## src/rtl/count_seq_ctrl_if.sv

```systemverilog
// -----------------------------------------------------------------------------
// count_seq_ctrl_if
//
// Request/status bundle between a requester (software shim or controlling FSM)
// and the count_seq_ctrl interval timer.
//
// Parameters:
//   WIDTH   width of load_val and count
//   PCNT_W  width of the saturating completed-period counter
//
// Signals:
//   start     requester -> timer  begin (from IDLE) or resume (from HOLD)
//   stop      requester -> timer  pause (from RUN) or abort (from HOLD)
//   mode      requester -> timer  0 = one-shot, 1 = periodic
//   load_val  requester -> timer  terminal count value
//   count     timer -> requester  current count, registered
//   busy      timer -> requester  high while running or held
//   done      timer -> requester  one-cycle pulse per terminal event
//   periods   timer -> requester  completed periods since last start
//
// Modports:
//   master  the requester side
//   slave   the timer side
// -----------------------------------------------------------------------------
interface count_seq_ctrl_if #(
    parameter int WIDTH  = 4,
    parameter int PCNT_W = 8
);
    logic              start;
    logic              stop;
    logic              mode;
    logic [WIDTH-1:0]  load_val;
    logic [WIDTH-1:0]  count;
    logic              busy;
    logic              done;
    logic [PCNT_W-1:0] periods;

    modport master (
        output start,
        output stop,
        output mode,
        output load_val,
        input  count,
        input  busy,
        input  done,
        input  periods
    );

    modport slave (
        input  start,
        input  stop,
        input  mode,
        input  load_val,
        output count,
        output busy,
        output done,
        output periods
    );
endinterface

```

## src/rtl/count_seq_ctrl.sv

```systemverilog
// -----------------------------------------------------------------------------
// count_seq_ctrl
//
// Start/stop programmable interval timer built around a WIDTH-bit up counter.
// Owns the count register and a three-state IDLE/RUN/HOLD sequencer, and
// emits a one-cycle done pulse each time the count reaches the terminal value
// captured at start.
//
// Parameters:
//   WIDTH     width of count and load_val
//   PCNT_W    width of the saturating completed-period counter
//   PRESCALE  clk cycles per count advance (1..255), only meaningful when the
//             prescaler is compiled in
//
// Build option:
//   COUNT_PRESCALE_EN  when defined, an 8-bit prescaler makes the counter
//                      advance only once every PRESCALE clk cycles while
//                      running. When undefined the counter advances on every
//                      RUN edge and no prescaler logic exists.
//
// Ports:
//   clk   rising-edge clock, the only clock
//   rst   synchronous active-high reset; clears every register, state -> IDLE
//   bus   count_seq_ctrl_if.slave: start/stop/mode/load_val in,
//         count/busy/done/periods out (all outputs registered)
// -----------------------------------------------------------------------------
module count_seq_ctrl #(
    parameter int WIDTH    = 4,
    parameter int PCNT_W   = 8,
    parameter int PRESCALE = 4
) (
    input  logic           clk,
    input  logic           rst,
    count_seq_ctrl_if.slave bus
);

    // Reject an unusable prescale ratio at elaboration time.
    generate
        if (PRESCALE < 1 || PRESCALE > 255) begin : g_bad_prescale
            $error("count_seq_ctrl: PRESCALE must be in 1..255");
        end
    endgenerate

    typedef enum logic [1:0] {
        ST_IDLE = 2'd0,
        ST_RUN  = 2'd1,
        ST_HOLD = 2'd2
    } state_t;

    state_t             state_reg,   state_next;
    logic [WIDTH-1:0]   count_reg,   count_next;
    logic [WIDTH-1:0]   term_reg,    term_next;
    logic               mode_reg,    mode_next;
    logic               busy_reg,    busy_next;
    logic               done_reg,    done_next;
    logic [PCNT_W-1:0]  periods_reg, periods_next;

    // Advance qualifier: high on edges where a running counter may move.
    logic tick;

`ifdef COUNT_PRESCALE_EN
    localparam logic [7:0] PRESC_LAST = 8'(PRESCALE - 1);

    logic [7:0] presc_reg, presc_next;

    // The tick lands on the PRESCALE-th RUN edge after a clear, so a start at
    // edge E0 first advances the count at E0+PRESCALE.
    assign tick = (presc_reg == PRESC_LAST);
`else
    assign tick = 1'b1;
`endif

    // Terminal detect built bitwise so each bit's compare is independent.
    logic [WIDTH-1:0] eq_bits;
    logic             at_term;

    generate
        for (genvar gi = 0; gi < WIDTH; gi++) begin : g_term_cmp
            assign eq_bits[gi] = ~(count_reg[gi] ^ term_reg[gi]);
        end
    endgenerate

    assign at_term = &eq_bits;

    // periods stops incrementing once it is all-ones.
    logic periods_full;
    assign periods_full = &periods_reg;

    // -------------------------------------------------------------------------
    // State and datapath registers
    // -------------------------------------------------------------------------
    always_ff @(posedge clk) begin
        if (rst) begin
            state_reg   <= ST_IDLE;
            count_reg   <= '0;
            term_reg    <= '0;
            mode_reg    <= 1'b0;
            busy_reg    <= 1'b0;
            done_reg    <= 1'b0;
            periods_reg <= '0;
        end else begin
            state_reg   <= state_next;
            count_reg   <= count_next;
            term_reg    <= term_next;
            mode_reg    <= mode_next;
            busy_reg    <= busy_next;
            done_reg    <= done_next;
            periods_reg <= periods_next;
        end
    end

`ifdef COUNT_PRESCALE_EN
    always_ff @(posedge clk) begin
        if (rst) begin
            presc_reg <= 8'd0;
        end else begin
            presc_reg <= presc_next;
        end
    end
`endif

    // -------------------------------------------------------------------------
    // Next-state and next-output logic
    // -------------------------------------------------------------------------
    always_comb begin
        state_next   = state_reg;
        count_next   = count_reg;
        term_next    = term_reg;
        mode_next    = mode_reg;
        busy_next    = busy_reg;
        done_next    = 1'b0;
        periods_next = periods_reg;
`ifdef COUNT_PRESCALE_EN
        presc_next   = presc_reg;
`endif

        case (state_reg)
            ST_IDLE: begin
                // start and stop together is not a valid begin request.
                if (bus.start && !bus.stop) begin
                    term_next    = bus.load_val;
                    mode_next    = bus.mode;
                    count_next   = '0;
                    periods_next = '0;
                    busy_next    = 1'b1;
                    state_next   = ST_RUN;
`ifdef COUNT_PRESCALE_EN
                    presc_next   = 8'd0;
`endif
                end
            end

            ST_RUN: begin
                // stop wins over start and over a coincident terminal event;
                // the prescaler is left untouched so a resume keeps its phase.
                if (bus.stop) begin
                    state_next = ST_HOLD;
                end else begin
`ifdef COUNT_PRESCALE_EN
                    presc_next = tick ? 8'd0 : (presc_reg + 8'd1);
`endif
                    if (tick) begin
                        if (at_term) begin
                            done_next = 1'b1;
                            if (!periods_full) begin
                                periods_next = periods_reg + 1'b1;
                            end
                            if (mode_reg) begin
                                count_next = '0;
                            end else begin
                                // One-shot leaves count parked on term.
                                busy_next  = 1'b0;
                                state_next = ST_IDLE;
                            end
                        end else begin
                            // term is reached before wrap, so no overflow.
                            count_next = count_reg + 1'b1;
                        end
                    end
                end
            end

            ST_HOLD: begin
                if (bus.stop) begin
                    // Abort: no done pulse, periods keeps its value.
                    count_next = '0;
                    busy_next  = 1'b0;
                    state_next = ST_IDLE;
                end else if (bus.start) begin
                    state_next = ST_RUN;
                end
            end

            default: begin
                state_next = ST_IDLE;
            end
        endcase
    end

    assign bus.count   = count_reg;
    assign bus.busy    = busy_reg;
    assign bus.done    = done_reg;
    assign bus.periods = periods_reg;

endmodule

```

## src/flat_wrapper.sv

```systemverilog
// flat-port wrapper written by rule: the top's interface ports become plain ports
module count_seq_ctrl_flat 
#(
    parameter int WIDTH    = 4,
    parameter int PCNT_W   = 8,
    parameter int PRESCALE = 4
)
  (clk, rst, bus_start, bus_stop, bus_mode, bus_load_val, bus_count, bus_busy, bus_done, bus_periods);
  count_seq_ctrl_if #(.WIDTH(WIDTH), .PCNT_W(PCNT_W)) bus_i ();
  input  logic clk;
  input  logic rst;
  input wire logic [$bits(bus_i.start)-1:0] bus_start;
  input wire logic [$bits(bus_i.stop)-1:0] bus_stop;
  input wire logic [$bits(bus_i.mode)-1:0] bus_mode;
  input wire logic [$bits(bus_i.load_val)-1:0] bus_load_val;
  output wire logic [$bits(bus_i.count)-1:0] bus_count;
  output wire logic [$bits(bus_i.busy)-1:0] bus_busy;
  output wire logic [$bits(bus_i.done)-1:0] bus_done;
  output wire logic [$bits(bus_i.periods)-1:0] bus_periods;
  assign bus_i.start = bus_start;
  assign bus_i.stop = bus_stop;
  assign bus_i.mode = bus_mode;
  assign bus_i.load_val = bus_load_val;
  assign bus_count = bus_i.count;
  assign bus_busy = bus_i.busy;
  assign bus_done = bus_i.done;
  assign bus_periods = bus_i.periods;
  count_seq_ctrl #(.WIDTH(WIDTH), .PCNT_W(PCNT_W), .PRESCALE(PRESCALE)) u_core (.clk(clk), .rst(rst), .bus(bus_i));
endmodule
```

## config.mk

```make
export PLATFORM = sky130hd
export DESIGN_NAME = count_seq_ctrl_flat
export DESIGN_NICKNAME = d
export VERILOG_FILES = /design/src/rtl/count_seq_ctrl_if.sv /design/src/rtl/count_seq_ctrl.sv /design/src/flat_wrapper.sv
export SDC_FILE = /design/constraint.sdc
export NUM_CORES = 1
export LEC_CHECK = 0
export ABC_AREA = 1
export BUFFER_PORTS_ARGS = -buffer_cell sky130_fd_sc_hd__buf_2
export CORE_ASPECT_RATIO = 1.75
export CORE_MARGIN = 1
export CORE_UTILIZATION = 40
export DETAILED_ROUTE_END_ITERATION = 7
export GPL_TIMING_DRIVEN = 0
export PLACE_DENSITY_LB_ADDON = 0.1
export SYNTH_ARGS = -nofsm -noshare
export SYNTH_HDL_FRONTEND = slang
export SYNTH_SLANG_ARGS = --single-unit
```

## constraint.sdc

```tcl
create_clock -name clk -period 1.85 [get_ports clk]
set_input_delay 0.2775 -clock clk [delete_from_list [all_inputs] [get_ports clk]]
set_output_delay 0.2775 -clock clk [all_outputs]
set_load 0.005 [all_outputs]
```

==> results.txt <==
outcome: finished clean
Syn. warnings: 0
skew final: 2.772 ps
Worst-Skew Late Latency: 260 ps
Max Cap Viol: 0
CTS HTree Levels: 1
chip height: 76.14 um
die area: 0.003377 mm2
Lkg Pwr: 0.7126 nW
Post-Syn Nets: 205
number of global-route vias before repair: 1242
Core Util, Final: 52.37%
r2r setup slk: 150 ps
clk root buf: clkbuf_8
Final Slew Violations: 0
DRT Pass-1 Iters: 4
# diodes: 0
Clock Tree Buf Depth: 2
Power Dens Cells: 838.3 mW/mm2
critical path capture point type: register
# DRC: 0
post-route minimum period: 1701 ps
Clock Sinks: 21
I/O Pins: 23
Area contributors post-synth: dfxtp_1 (33%), nand2_1 (15%), ha_1 (7.0%), inv_1 (6.9%), a21oi_1 (6.4%)
M3 GR Usage: 2.370%
Max VDD drop: 0.5412 mV
Starting Density: 42.43%
layout cells sized above 1: 20.91%
Mapped Area: 0.001256 mm2
syn avg cell area: 6.647 um2
placed cell count: 252
port bufs: 21
antenna viol nets, final: 0
GR Overflow Total: 0
Seq/Total Area, Yosys: 33.47%
# rows: 26
final setup violation count: 0
vias per cell: 5.057
initial antenna violation count: 0
WP data required: 2030 ps
met2 usage: 36.62%
hold wc startpoint: bus_stop
sequential cell area: 424.2 um2
Tot GR Track Use: 19.47%
worst hold path depth: 2
Die Wd: 44.36 um
pin count of the biggest net entering global routing: 12
RR Startpoint: u_core.state_reg[1]$_SDFFE_PP0P_
Layout Nets: 237
WL per Instance: 11.47 um
Hold Crit Class: in2reg
Worst Path Arrival: 1880 ps
relative slew slack: 70.73%
area leader, netlist: dfxtp_1
routed via count: 1325
end point of the worst hold path: u_core.bus.done$_SDFF_PP0_
post-route clock period utilization: 91.97%
Initial DRC Count: 32
first-pass GRT wire length: 5.175 mm
Worst Max-Slew Pin Slew: 439.1 ps
core region area: 0.002960 mm2
Post-Syn Instances: 189
met1 Usage GRT: 20.44%
dpl hpwl: 2.235 mm
CP startpoint kind: register
clk slew on worst S/H paths: 80 ps
area grow syn2layout: 23.41%
Fin. Hold Viols: 0
fill count: 302
Finished Layout Cells: 262
routability cong.: 0.8134
number of flip-flops under the largest register name: 8
setup TNS: 0 ps
busiest grt layer: met2
RSZ-0062 raised after global routing: false
R2R cell count: 9
WS Path Type: reg2reg
FMAX: 587.8 MHz
post-synth top area share: 33.47%
WL final: 3.004 mm
Synth Register Bits: 21
Num CTS Buffers: 3
Unique masters post-synth: 24
multi-input logic area: 757.0 um2
CTS tree: built
Max FO, Critical Path: 10
RR Endpoint: u_core.bus.periods[1]$_SDFFE_PP0P_
==> through the flow <==
stage | power, mW | setup slack, ps | hold slack [ps] | cell area (um2)
final | 1.300 | 148.6 | 280.1 | 1550
after global routing | 1.391 | 8.808 | 292.1 | 1550
after CTS | 1.283 | 18.90 | 262.5 | 1501
after detailed placement | 0.9211 | -52.12 | 463.3 | 1414
after global placement | 0.9111 | -15.34 | 455.5 | 1414
after floorplan | 0.8121 | 228.4 | 356.2 | 1256
==> cell usage in the layout (no fill, tap or decap), drive strengths merged <==
cell type  netlist  layout
buf              1      27
nand2           54      54
o21bai           1       1
clkinvlp         0       1
xnor2            1       1
nor3             2       2
ha               7       7
nand4           11      11
nor2            21      21
dfxtp           21      21
inv             24      23
nand3           14      14
nor4             1       1
clkbuf           2       7
o21ai           12      12
a21oi           17      17
==> how the worst max path moves through the flow <==
stage	end	start	cells after the start
detailed placement	u_core.bus.periods[5]$_SDFFE_PP0P_	u_core.state_reg[1]$_SDFFE_PP0P_	11
CTS	u_core.bus.count[1]$_SDFFE_PP0P_	u_core.state_reg[1]$_SDFFE_PP0P_	9
finish	u_core.bus.periods[1]$_SDFFE_PP0P_	u_core.state_reg[1]$_SDFFE_PP0P_	9
floorplan	u_core.bus.periods[5]$_SDFFE_PP0P_	u_core.state_reg[1]$_SDFFE_PP0P_	11
global placement	u_core.bus.periods[5]$_SDFFE_PP0P_	u_core.state_reg[1]$_SDFFE_PP0P_	11
global route	u_core.bus.periods[6]$_SDFFE_PP0P_	u_core.state_reg[1]$_SDFFE_PP0P_	11
==> cell type report <==
cell class | count | area share, %
Multi-Input combinational cell | 141 | 48.83
Sequential cell | 21 | 27.36
Buffer | 3 | 0.9685
Inverter | 24 | 6.053
Timing Repair Buffer | 27 | 10.49
Clock buffer | 4 | 2.906
Tap cell | 42 | 3.390
==> critical path: stages, from the launching register on <==
cell	delay [ps]
dfxtp_4	380
inv_1	60
ha_1	170
clkbuf_4	190
nand2_2	90
o21ai_1	100
nor2_4	200
buf_12	140
nand4_1	120
o21ai_0	180
==> power breakdown <==
part	leakage [nW]	internal, mW	switching [mW]
clock network	0.0228	0.153	0.146
registers	0.172	0.488	0.0321
logic	0.518	0.192	0.289
==> timing repair <==
| item | CTS | global route |
|---|---|---|
| hold buffers | 0 | 0 |
| setup buffers | 4 | 2 |
| hold endpoints to repair | 0 | 0 |
| setup endpoints to repair | 10 | 13 |
| resized for setup | 0 | 9 |
| pin swaps | 2 | 1 |
==> metal layers <==
| layer | vias up | wire, um |
|---|---|---|
| met4 | 0 | 40 |
| met2 | 31 | 1691 |
| met3 | 4 | 89 |
| met1 | 609 | 1182 |
| met5 | - | 0 |
| li1 | 681 | - |
==> cell families (layout without fill, tap and decap cells) <==
kind of cell	Yosys count	after routing	synth area share, %
simple gates	103	103	37.95
compound gates	30	30	12.75
buf+inv	27	58	8.167
flops	21	21	33.47
fa+ha+maj	7	7	6.972
xor+xnor	1	1	0.6973
==> Yosys cell counts <==
cell       n
xnor2_1    1
buf_2      1
nand3_1   13
nor3_4     1
a21oi_2    1
nor2_4     1
inv_1     23
o21ai_0    9
dfxtp_1   21
nand3_2    1
inv_2      1
nand2_2    4
o21bai_1   1
o21ai_2    1
o21ai_1    2
nand4_1   10
nor4_1     1
nor3_1     1
nand2_1   50
ha_1       7
nor2_1    20
a21oi_1   16
clkbuf_1   2
nand4_2    1
(Power assumes the default switching activity.)
